--- config.mk ---
export PLATFORM = sky130hd
export DESIGN_NAME = chacha_aead_seq
export DESIGN_NICKNAME = d
export VERILOG_FILES = /design/src/rtl/chacha_aead_pkg.sv /design/src/rtl/aead_tag_combine.sv /design/src/rtl/chacha_aead_seq.sv
export SDC_FILE = /design/constraint.sdc
export NUM_CORES = 2
export LEC_CHECK = 0
export ABC_AREA = 1
export ABC_CLOCK_PERIOD_IN_PS = 5400
export BUFFER_PORTS_ARGS = -buffer_cell sky130_fd_sc_hd__buf_2
export CAP_MARGIN = 10
export CELL_PAD_IN_SITES_DETAIL_PLACEMENT = 1
export CELL_PAD_IN_SITES_GLOBAL_PLACEMENT = 2
export CORE_AREA = 2 2 728 730
export DETAILED_ROUTE_END_ITERATION = 10
export DIE_AREA = 0 0 730 732
export PLACE_DENSITY_LB_ADDON = 0.1
export SLEW_MARGIN = 20
export SYNTH_ARGS = -nofsm -noshare
export SYNTH_HDL_FRONTEND = slang
export SYNTH_HIERARCHICAL = 1
export SYNTH_SLANG_ARGS = --single-unit
--- constraint.sdc ---
create_clock -name clk -period 5.4 [get_ports clk]
set_input_delay 1.08 -clock clk [delete_from_list [all_inputs] [get_ports clk]]
set_output_delay 1.08 -clock clk [all_outputs]
set_load 0.02 [all_outputs]
--- src/rtl/chacha_aead_pkg.sv ---
// Shared types and helpers for the ChaCha20-Poly1305 AEAD job sequencer.
package chacha_aead_pkg;

   localparam int LEN_W = 64;
   localparam int BLK_W = 128;

   typedef enum logic [3:0] {
      S_IDLE     = 4'd0,
      S_CFG      = 4'd1,
      S_KSREQ    = 4'd2,
      S_KSWAIT   = 4'd3,
      S_AAD_SEND = 4'd4,
      S_AAD_WAIT = 4'd5,
      S_PLD_SEND = 4'd6,
      S_PLD_WAIT = 4'd7,
      S_LEN_SEND = 4'd8,
      S_LEN_WAIT = 4'd9,
      S_TAG_WAIT = 4'd10,
      S_DONE     = 4'd11
   } state_e;

   function automatic logic [4:0] popcount16(input logic [15:0] keep);
      logic [4:0] cnt;
      cnt = 5'd0;
      for (int i = 0; i < 16; i++) begin
         cnt = cnt + {4'd0, keep[i]};
      end
      return cnt;
   endfunction

endpackage

--- src/rtl/aead_tag_combine.sv ---
// Holds the two tag halves as they arrive (in any order) and merges them
// into the final tag by modular add (ChaCha) or XOR (GCM-style).
module aead_tag_combine
   import chacha_aead_pkg::*;
(
   input  logic             clk,
   input  logic             rst_n,
   input  logic             i_clr,
   input  logic             i_en,
   input  logic             i_algo,
   input  logic [BLK_W-1:0] i_pre,
   input  logic             i_pre_valid,
   input  logic [BLK_W-1:0] i_mask,
   input  logic             i_mask_valid,
   output logic             o_both,
   output logic [BLK_W-1:0] o_tag
);

   logic             r_pre_v;
   logic             r_mask_v;
   logic [BLK_W-1:0] r_pre;
   logic [BLK_W-1:0] r_mask;
   logic [BLK_W-1:0] r_tag;
   logic             w_pre_v;
   logic             w_mask_v;
   logic [BLK_W-1:0] w_pre;
   logic [BLK_W-1:0] w_mask;
   logic [BLK_W-1:0] w_tag;

   // a half arriving this cycle counts as held, so both-at-once costs no extra cycle
   assign w_pre_v  = r_pre_v || (i_en && i_pre_valid);
   assign w_mask_v = r_mask_v || (i_en && i_mask_valid);
   assign w_pre    = r_pre_v ? r_pre : i_pre;
   assign w_mask   = r_mask_v ? r_mask : i_mask;
   assign o_both   = i_en && w_pre_v && w_mask_v;
   assign w_tag    = i_algo ? (w_pre + w_mask) : (w_pre ^ w_mask);
   assign o_tag    = r_tag;

   always_ff @(posedge clk or negedge rst_n) begin
      if (!rst_n) begin
         r_pre_v  <= 1'b0;
         r_mask_v <= 1'b0;
         r_pre    <= {BLK_W{1'b0}};
         r_mask   <= {BLK_W{1'b0}};
         r_tag    <= {BLK_W{1'b0}};
      end else if (i_clr) begin
         r_pre_v  <= 1'b0;
         r_mask_v <= 1'b0;
      end else begin
         if (i_en && i_pre_valid && !r_pre_v) begin
            r_pre_v <= 1'b1;
            r_pre   <= i_pre;
         end
         if (i_en && i_mask_valid && !r_mask_v) begin
            r_mask_v <= 1'b1;
            r_mask   <= i_mask;
         end
         if (o_both) begin
            r_tag <= w_tag;
         end
      end
   end

endmodule

--- src/rtl/chacha_aead_seq.sv ---
// Single-job AEAD sequencer: configures the core, streams AAD/payload blocks,
// sends the length block and returns the combined tag, with a wait watchdog.
module chacha_aead_seq
   import chacha_aead_pkg::*;
#(
   parameter int TIMEOUT_CYCLES = 1024,
   parameter int CW             = 11
) (
   input  logic             clk,
   input  logic             rst_n,
   input  logic             start,
   input  logic [255:0]     cfg_key,
   input  logic [95:0]      cfg_nonce,
   input  logic [31:0]      cfg_ctr,
   input  logic             cfg_algo,
   input  logic             aad_empty,
   input  logic             pld_empty,
   input  logic             s_aad_valid,
   input  logic [BLK_W-1:0] s_aad_data,
   input  logic [15:0]      s_aad_keep,
   input  logic             s_aad_last,
   output logic             s_aad_ready,
   input  logic             s_pld_valid,
   input  logic [BLK_W-1:0] s_pld_data,
   input  logic [15:0]      s_pld_keep,
   input  logic             s_pld_last,
   output logic             s_pld_ready,
   output logic [BLK_W-1:0] tag,
   output logic             tag_valid,
   output logic             busy,
   output logic             err_timeout,
   output logic [255:0]     key,
   output logic [95:0]      nonce,
   output logic [31:0]      ctr_init,
   output logic             cfg_we,
   output logic             ks_req,
   output logic             aad_valid,
   output logic [BLK_W-1:0] aad_data,
   output logic [15:0]      aad_keep,
   output logic             pld_valid,
   output logic [BLK_W-1:0] pld_data,
   output logic [15:0]      pld_keep,
   output logic             len_valid,
   output logic [BLK_W-1:0] len_block,
   output logic             algo_sel,
   input  logic             ks_valid,
   input  logic             aad_ready,
   input  logic             pld_ready,
   input  logic             len_ready,
   input  logic             aad_done,
   input  logic             pld_done,
   input  logic             lens_done,
   input  logic [BLK_W-1:0] tag_pre_xor,
   input  logic             tag_pre_xor_valid,
   input  logic [BLK_W-1:0] tagmask,
   input  logic             tagmask_valid
);

   localparam logic [CW-1:0] WD_LAST = CW'(TIMEOUT_CYCLES - 1);

   state_e           r_state;
   state_e           w_state_nxt;
   logic [255:0]     r_key;
   logic [95:0]      r_nonce;
   logic [31:0]      r_ctr;
   logic             r_algo;
   logic             r_aad_empty;
   logic             r_pld_empty;
   logic             r_last;
   logic             r_err;
   logic [LEN_W-1:0] r_aad_bytes;
   logic [LEN_W-1:0] r_pld_bytes;
   logic [CW-1:0]    r_wd;
   logic             w_start_acc;
   logic             w_aad_st;
   logic             w_pld_st;
   logic             w_aad_xfer;
   logic             w_pld_xfer;
   logic             w_wd_en;
   logic             w_timeout;
   logic             w_tag_both;

   assign w_start_acc = (r_state == S_IDLE) && start;
   assign w_aad_st    = (r_state == S_AAD_SEND);
   assign w_pld_st    = (r_state == S_PLD_SEND);
   assign w_aad_xfer  = w_aad_st && s_aad_valid && aad_ready;
   assign w_pld_xfer  = w_pld_st && s_pld_valid && pld_ready;
   assign w_wd_en     = r_state inside {S_KSWAIT, S_AAD_WAIT, S_PLD_WAIT,
                                        S_LEN_SEND, S_LEN_WAIT, S_TAG_WAIT};
   assign w_timeout   = w_wd_en && (r_wd == WD_LAST);

   always_comb begin
      w_state_nxt = r_state;
      if (w_timeout) begin
         w_state_nxt = S_IDLE;
      end else begin
         case (r_state)
            S_IDLE:     w_state_nxt = start ? S_CFG : S_IDLE;
            S_CFG:      w_state_nxt = S_KSREQ;
            S_KSREQ:    w_state_nxt = S_KSWAIT;
            S_KSWAIT:   w_state_nxt = !ks_valid ? S_KSWAIT :
                                      !r_aad_empty ? S_AAD_SEND :
                                      !r_pld_empty ? S_PLD_SEND : S_LEN_SEND;
            S_AAD_SEND: w_state_nxt = w_aad_xfer ? S_AAD_WAIT : S_AAD_SEND;
            S_AAD_WAIT: w_state_nxt = !aad_done ? S_AAD_WAIT :
                                      !r_last ? S_AAD_SEND :
                                      r_pld_empty ? S_LEN_SEND : S_PLD_SEND;
            S_PLD_SEND: w_state_nxt = w_pld_xfer ? S_PLD_WAIT : S_PLD_SEND;
            S_PLD_WAIT: w_state_nxt = !pld_done ? S_PLD_WAIT :
                                      r_last ? S_LEN_SEND : S_PLD_SEND;
            S_LEN_SEND: w_state_nxt = len_ready ? S_LEN_WAIT : S_LEN_SEND;
            S_LEN_WAIT: w_state_nxt = lens_done ? S_TAG_WAIT : S_LEN_WAIT;
            S_TAG_WAIT: w_state_nxt = w_tag_both ? S_DONE : S_TAG_WAIT;
            S_DONE:     w_state_nxt = S_IDLE;
            default:    w_state_nxt = S_IDLE;
         endcase
      end
   end

   always_ff @(posedge clk or negedge rst_n) begin
      if (!rst_n) begin
         r_state <= S_IDLE;
      end else begin
         r_state <= w_state_nxt;
      end
   end

   // watchdog restarts on every state change, so each wait gets its own budget
   always_ff @(posedge clk or negedge rst_n) begin
      if (!rst_n) begin
         r_wd <= {CW{1'b0}};
      end else if (w_state_nxt != r_state) begin
         r_wd <= {CW{1'b0}};
      end else if (w_wd_en) begin
         r_wd <= r_wd + CW'(1);
      end
   end

   always_ff @(posedge clk or negedge rst_n) begin
      if (!rst_n) begin
         r_key       <= 256'd0;
         r_nonce     <= 96'd0;
         r_ctr       <= 32'd0;
         r_algo      <= 1'b0;
         r_aad_empty <= 1'b0;
         r_pld_empty <= 1'b0;
         r_last      <= 1'b0;
         r_err       <= 1'b0;
         r_aad_bytes <= {LEN_W{1'b0}};
         r_pld_bytes <= {LEN_W{1'b0}};
      end else begin
         if (w_start_acc) begin
            r_key       <= cfg_key;
            r_nonce     <= cfg_nonce;
            r_ctr       <= cfg_ctr;
            r_algo      <= cfg_algo;
            r_aad_empty <= aad_empty;
            r_pld_empty <= pld_empty;
            r_err       <= 1'b0;
            r_aad_bytes <= {LEN_W{1'b0}};
            r_pld_bytes <= {LEN_W{1'b0}};
         end else if (w_timeout) begin
            r_err <= 1'b1;
         end
         if (w_aad_xfer) begin
            r_aad_bytes <= r_aad_bytes + {{(LEN_W-5){1'b0}}, popcount16(s_aad_keep)};
            r_last      <= s_aad_last;
         end
         if (w_pld_xfer) begin
            r_pld_bytes <= r_pld_bytes + {{(LEN_W-5){1'b0}}, popcount16(s_pld_keep)};
            r_last      <= s_pld_last;
         end
      end
   end

   aead_tag_combine u_tag (
      .clk          (clk),
      .rst_n        (rst_n),
      .i_clr        (w_start_acc),
      .i_en         (r_state == S_TAG_WAIT),
      .i_algo       (r_algo),
      .i_pre        (tag_pre_xor),
      .i_pre_valid  (tag_pre_xor_valid),
      .i_mask       (tagmask),
      .i_mask_valid (tagmask_valid),
      .o_both       (w_tag_both),
      .o_tag        (tag)
   );

   // host streams see the core's ready directly, gated to their own SEND state
   assign s_aad_ready = w_aad_st && aad_ready;
   assign aad_valid   = w_aad_st && s_aad_valid;
   assign aad_data    = w_aad_st ? s_aad_data : {BLK_W{1'b0}};
   assign aad_keep    = w_aad_st ? s_aad_keep : 16'd0;
   assign s_pld_ready = w_pld_st && pld_ready;
   assign pld_valid   = w_pld_st && s_pld_valid;
   assign pld_data    = w_pld_st ? s_pld_data : {BLK_W{1'b0}};
   assign pld_keep    = w_pld_st ? s_pld_keep : 16'd0;

   assign len_valid   = (r_state == S_LEN_SEND);
   assign len_block   = {r_pld_bytes, r_aad_bytes};
   assign cfg_we      = (r_state == S_CFG);
   assign ks_req      = (r_state == S_KSREQ);
   assign tag_valid   = (r_state == S_DONE);
   assign busy        = (r_state != S_IDLE);
   assign err_timeout = r_err;
   assign key         = r_key;
   assign nonce       = r_nonce;
   assign ctr_init    = r_ctr;
   assign algo_sel    = r_algo;

endmodule

; ---- Word level (Yosys, flattened, before mapping)
; Index checks and enable logic that the tools add are counted.
[totals]
register_bits = 918
elab_cells = 132
[op_classes]
add_sub_neg = 34
eq_ne = 13
n_mux = 35
bitwise = 2
reduce_logical = 31
[op_table]
columns = op, count
row1 = $mux W128, 5
row2 = $mux W64, 3
row3 = $add A128 B128 Y128, 1
row4 = $add A64 B5 Y64, 2
row5 = $xor A128 B128 Y128, 1
row6 = $add A5 B1 Y5, 22
row7 = $pmux W4 S11, 1
row8 = $mux W16, 2
row9 = $mux W4, 8
row10 = $mux W11, 2
row11 = $eq A4 B3 Y1 const B, 4
row12 = $eq A4 B4 Y1 const B, 4
row13 = $logic_and A1 B1 Y1, 14
row14 = $reduce_bool A2 Y1, 7
row15 = $mux W1, 13
row16 = $add A11 B1 Y11 const B, 1
row17 = $eq A11 B10 Y1 const B, 1
row18 = $add A4 B1 Y5, 2
row19 = $add A3 B1 Y4, 2
row20 = $eq A4 B2 Y1 const B, 2
row21 = $add A2 B1 Y3, 2
row22 = $reduce_and A2 Y1, 3
row23 = $reduce_bool A6 Y1, 1
row24 = $add A1 B1 Y2, 2
row25 = other kinds (8), 10

; ---- Longest topological paths before layout
[depth]
depth_word = 17
mapped_depth = 24
mapped_depth_nobuf = 21

; ---- Cells and area by module
; Netlist, hierarchy kept.
[by_module_without_submodules]
columns = module, n_inst, cells_per_inst, area_each_um2, seq_area_each_um2
row1 = aead_tag_combine, 1, 5330, 31107.3, 9659.3
row2 = chacha_aead_seq, 1, 4014, 28023.1, 13312.8

; ---- Least setup slack after synthesis
; No wires, ideal clock.
[synth_path]
path_type = input to register
startpoint = input port s_aad_keep[0]
endpoint = register r_aad_bytes[56]
t_arrival_ps = 4622
required_time_ps = 5283
slack_ps = 661
cell_stages = 17
path_buffers = 0
path_cell_list = fa_1 inv_1 fa_1 fa_1 fa_1 fa_1 inv_1 fa_1 nand3_1 nand3_1 nand3_1 nand2_1 nand2_1 nor2_1 nand2_1 nand3_1 nand2_1
[synth_between]
elab_chain_len = 17
[synth_rtl]
columns = item, line
row1 = from (decl), chacha_aead_seq.sv:20  ; input logic [15:0] s_aad_keep,
row2 = $add A1 B1 Y2, chacha_aead_pkg.sv:26  ; cnt = cnt + {4'd0, keep[i]};
row3 = $add A2 B1 Y3, chacha_aead_pkg.sv:26
row4 = $add A3 B1 Y4, chacha_aead_pkg.sv:26
row5 = $add A4 B1 Y5, chacha_aead_pkg.sv:26
row6 = $add A5 B1 Y5 (11 in a row), chacha_aead_pkg.sv:26
row7 = $add A64 B5 Y64, chacha_aead_seq.sv:166  ; r_aad_bytes <= r_aad_bytes + {{(LEN_W-5){1'b0}}, popcount16(s_aad_keep)};
row8 = $mux W64, chacha_aead_seq.sv:165  ; if (w_aad_xfer) begin
row9 = to (signal assigned), chacha_aead_seq.sv:149  ; r_aad_bytes <= {LEN_W{1'b0}};
row10 = to (signal assigned), chacha_aead_seq.sv:160  ; r_aad_bytes <= {LEN_W{1'b0}};
row11 = to (signal assigned), chacha_aead_seq.sv:166
row12 = to (decl), chacha_aead_seq.sv:71  ; logic [LEN_W-1:0] r_aad_bytes;
; No other way between the ends.
; A chain may end at the register's enable or synchronous reset.

; ---- Worst setup path in the final report
[layout_path]
startpoint = register u_tag.r_mask_v
endpoint = register u_tag.r_tag[68], in the netlist u_tag/o_tag[68]
[layout_between]
elab_chain_len = 3
word_cells_on_any_way = 7
cone_classes = add/sub (1) / mux (2) / bitwise (1) / reduce/logical (3)
[layout_rtl]
columns = item, line
row1 = from (decl), aead_tag_combine.sv:20  ; logic r_mask_v;
row2 = from (signal assigned), aead_tag_combine.sv:42  ; r_mask_v <= 1'b0;
row3 = from (signal assigned), aead_tag_combine.sv:48  ; r_mask_v <= 1'b0;
row4 = from (signal assigned), aead_tag_combine.sv:55  ; r_mask_v <= 1'b1;
row5 = $mux W128 / $logic_or A1 B1 Y1 (equally long branches), "aead_tag_combine.sv:34, aead_tag_combine.sv:32"
row6 = $add A128 B128 Y128 (tied with other cells), aead_tag_combine.sv:36  ; assign w_tag = i_algo ? (w_pre + w_mask) : (w_pre ^ w_mask);
row7 = $mux W128 / $reduce_and A2 Y1 (equally long branches), -
row8 = to (signal assigned), aead_tag_combine.sv:45  ; r_tag <= {BLK_W{1'b0}};
row9 = to (signal assigned), aead_tag_combine.sv:59  ; r_tag <= w_tag;
row10 = to (decl), aead_tag_combine.sv:23  ; logic [BLK_W-1:0] r_tag;
; Several ways; a longest one is shown, not always the timed one.

==> results.toml <==
[clock_network]
cts_tree = "built"
cts-buffers-inserted = 155
post-cts-setup-buffer-count = 0
insertion_delay_ps = 880
cts-root-buf = "clkbuf_16"
htreeDepth = 4
clockBufferDepth = 4
cts_sinks = 918
post_cts_resized = 0
clkTransAtPathRegs_ps = 50
postCtsHoldBufs = 0

[detailed_routing]
via_count = 68360
drc = 0
first_pass_iters = 7
first_iter_violations = 3272
vias_per_cell = 3.689
wl_per_cell_um = 27.56
antenna_left = 0
wirelength_um = 510600

[floorplan]
die_area_sq_um = 534400
core-area_sq_um = 526800
die_h_um = 732
fp-row-count = 267
die_x_um = 730
initial_core_util = 0.1122
io_pins = 1886

[timing]
hold_viol = 0
tightest_slew_ps = 1038
setup_viol = 0
rsz0062_at_grt = "false"
finalHoldWorstSlack_ps = 172.3
fin_setup_tns_ps = 0
finalCritPeriodShare = 0.9001
final_max_slew_viol_count = 0
relSlewSlack = 0.3082
min_period_ps = 4860
clock_skew_ps = 85.73
max_freq_mhz = 205.7

[setup_path]
cp-start-kind = "flip-flop"
path_class = "reg -> reg"
cp.arrival_ps = 5540
crit_fanout = 55
crit_chain = "buf_12, nand2_1, o21ai_0, ha_1, buf_4, fa_1, nand3_1, nand3_1, nand3_1, nand3b_1, nand3_1, nand2_1, nand2_1, nand2_1, nand2_1, nand3b_1, nand3_1, nand2_1"
cp_common_cell = "nand2_1"
endpoint = "u_tag/o_tag[68]"
reg2reg_depth = 18
rr_startpoint = "u_tag/r_mask_v"
r2r-end = "u_tag/o_tag[68]"
crit_path_end_kind = "flip-flop"
critical_path.max_stage_delay_ps = 620
worstPathRequired_ps = 6080
crit_path_top_delay_cell = "dfrtp_4"
reg2reg_slack_ps = 540
startpoint = "u_tag/r_mask_v"

[place]
placed_area_sq_um = 78110
routabilityCongestion = 0.9071
portBuffers = 1885
dp_hpwl_um = 434000
place_inst = 18130

[global_route]
grt_overflow = 0
antenna_found_initial = 226
track_usage = 0.1847
grt_max_degree = 184
grt_pass1_vias = 72780
grt_pass1_wl_um = 676600

[run_status]
status = "finished, final reports clean"

[final_layout]
seq_area_sq_um = 22980
final_cells = 18530
nNetsFinal = 12410
area_growth_pct = 41.35
multi_input_area_sq_um = 28830
drive_above_1_share = 0.2142
fin_area_sq_um = 83580
fillers = 64530

[synthesis]
syn_nets = 10460
synth_cells = 9344
synth_cell_types = 44
ys_warn_count = 6
synth-seq-area-share = 0.3885
synth-seq-cells = 918
syn-cell-area_sq_um = 59130
synth.avg_cell_area_sq_um = 6.328

[worst_hold_path]
holdCritPathClass = "in -> async"

[power_and_ir_drop]
p_leak_nw = 46.28
finalPower_mw = 46.51
powerDensity_nw_per_um2 = 556.4
irDropWorstVdd_v = 0.0002323

[job]
drv_cap = 0
## worst max-delay path: cells and delay by family (launching register included)
family / cells / cell delay, ps
adder cells (fa/ha/maj): 2 / 640
AND/OR/NAND/NOR: 13 / 2710
buffers and inverters: 2 / 460
flip-flops: 1 / 620
AO/OA/AOI/OAI: 1 / 100
## flip-flops by register name, indices dropped and copies added, names as in the netlist
signal and flops:
algo_sel 1, ctr_init 32, err_timeout 1, key 256
nonce 96, r_aad_bytes 64, r_aad_empty 1, r_last 1
r_pld_bytes 64, r_pld_empty 1, r_state 4, r_wd 11
u_tag/o_tag 128, u_tag/r_mask 128, u_tag/r_mask_v 1, u_tag/r_pre 128
u_tag/r_pre_v 1
## placed cells by master, fill, tap and decap left out, types with 8 or more instances in the layout
cell | Yosys | routed
nor3_2 | 8 | 8
inv_2 | 24 | 23
fa_1 | 25 | 25
nand3b_1 | 11 | 11
nor2_4 | 9 | 10
nor4_1 | 18 | 18
a21oi_1 | 118 | 118
nand2_1 | 4024 | 4023
buf_4 | 2 | 162
xor2_1 | 29 | 29
o21bai_1 | 22 | 22
ha_1 | 144 | 144
nor3_1 | 47 | 47
nor2_1 | 775 | 775
o21ai_1 | 32 | 32
nor2_2 | 44 | 43
bufinv_16 | 0 | 8
clkbuf_8 | 0 | 32
clkbuf_16 | 0 | 159
nand3_1 | 374 | 374
inv_1 | 1597 | 1595
diode_2 | 0 | 137
buf_2 | 108 | 1884
buf_12 | 0 | 39
nand2_2 | 21 | 21
xnor2_1 | 48 | 47
clkinv_2 | 0 | 13
and2_1 | 8 | 8
clkbuf_1 | 171 | 40
dfrtp_1 | 918 | 915
o21ai_0 | 656 | 656
nand4_1 | 54 | 54
## Yosys cell counts
cell | number | area share
a211oi_1 | 1 | 0.00013
a22o_1 | 2 | 0.00030
xnor2_1 | 48 | 0.0071
nor2_1 | 775 | 0.049
dfrtp_1 | 918 | 0.39
o22ai_1 | 3 | 0.00032
o21ai_0 | 656 | 0.056
inv_1 | 1597 | 0.10
buf_1 | 16 | 0.0010
buf_2 | 108 | 0.0091
nor3_2 | 8 | 0.0014
xor2_1 | 29 | 0.0043
nor2_4 | 9 | 0.0017
and3_1 | 3 | 0.00032
and2_1 | 8 | 0.00085
nor4_1 | 18 | 0.0019
o21bai_1 | 22 | 0.0028
nor3_1 | 47 | 0.0040
or2_2 | 3 | 0.00032
nand3_1 | 374 | 0.032
nand2_4 | 1 | 0.00019
o21ai_2 | 1 | 0.00015
buf_4 | 2 | 0.00025
nand3b_1 | 11 | 0.0014
a21o_1 | 4 | 0.00051
clkbuf_1 | 171 | 0.011
a21oi_1 | 118 | 0.010
inv_2 | 24 | 0.0015
fa_1 | 25 | 0.0085
o31ai_1 | 1 | 0.00013
nor2_2 | 44 | 0.0047
nand2_1 | 4024 | 0.26
a31oi_1 | 3 | 0.00032
mux2i_1 | 2 | 0.00034
a32o_1 | 2 | 0.00034
o21a_1 | 1 | 0.00013
ha_1 | 144 | 0.030
nor4_2 | 3 | 0.00063
a22oi_1 | 2 | 0.00025
nand3_2 | 8 | 0.0014
nand2_2 | 21 | 0.0022
buf_6 | 1 | 0.00019
o21ai_1 | 32 | 0.0027
nand4_1 | 54 | 0.0057
## report_power, final
part	internal [mW]	switching [mW]
clock network	6.23	4.27
registers	8.95	1.71
logic	6.68	18.7
## worst min-delay path by stage
stage | start | to | slack, ps
2_1_floorplan | u_tag/r_mask[125] | u_tag/r_mask[125] | 450
3_3_place_gp | key[52] | key[52] | 460
3_5_place_dp | key[24] | key[24] | 460
4_1_cts | rst_n | key[251] | 140
5_1_grt | rst_n | key[251] | 170
6_report | rst_n | key[251] | 170
## cell type report
| type | instances | share of cell area |
|---|---|---|
| Antenna cell | 137 | 0.004102 |
| Inverter | 1621 | 0.07298 |
| Tap cell | 6994 | 0.1047 |
| Clock buffer | 231 | 0.05467 |
| Multi-Input combinational cell | 6507 | 0.3450 |
| Timing Repair Buffer | 2087 | 0.1372 |
| Sequential cell | 918 | 0.2750 |
| Clock inverter | 35 | 0.006407 |
## routing by layer
metal  vias to the layer above  part of all wire  global-route usage
met5                         -           0.00099                   0
met4                        78             0.047             0.07403
met3                       736             0.052             0.03724
met2                      1959              0.49              0.3250
met1                     33490              0.41              0.2182
li1                      32090                 -                   -
## metrics by stage
| step | utilization | setup slack [ps] |
|---|---|---|
| after global routing | 0.1585 | 86.32 |
| after global placement | 0.1482 | -103.9 |
| after CTS | 0.1579 | 440.6 |
| after floorplan | - | 660.5 |
| after detailed placement | 0.1483 | -93.17 |
| final | 0.1587 | 539.5 |
## cells by family (layout without fill, tap and decap cells)
| family | Yosys count | count (layout) | synth area share |
|---|---|---|---|
| AND/OR/NAND/NOR | 5411 | 5411 | 0.3629 |
| buffers and inverters | 1919 | 3974 | 0.1244 |
| flip-flops | 918 | 918 | 0.3885 |
| AO/OA/AOI/OAI | 848 | 848 | 0.07357 |
| adder cells (fa/ha/maj) | 169 | 169 | 0.03893 |
| XOR/XNOR | 77 | 77 | 0.01141 |
| multiplexers | 2 | 2 | 0.0003386 |
| other | 0 | 137 | 0 |
(Power assumes the default switching activity.)
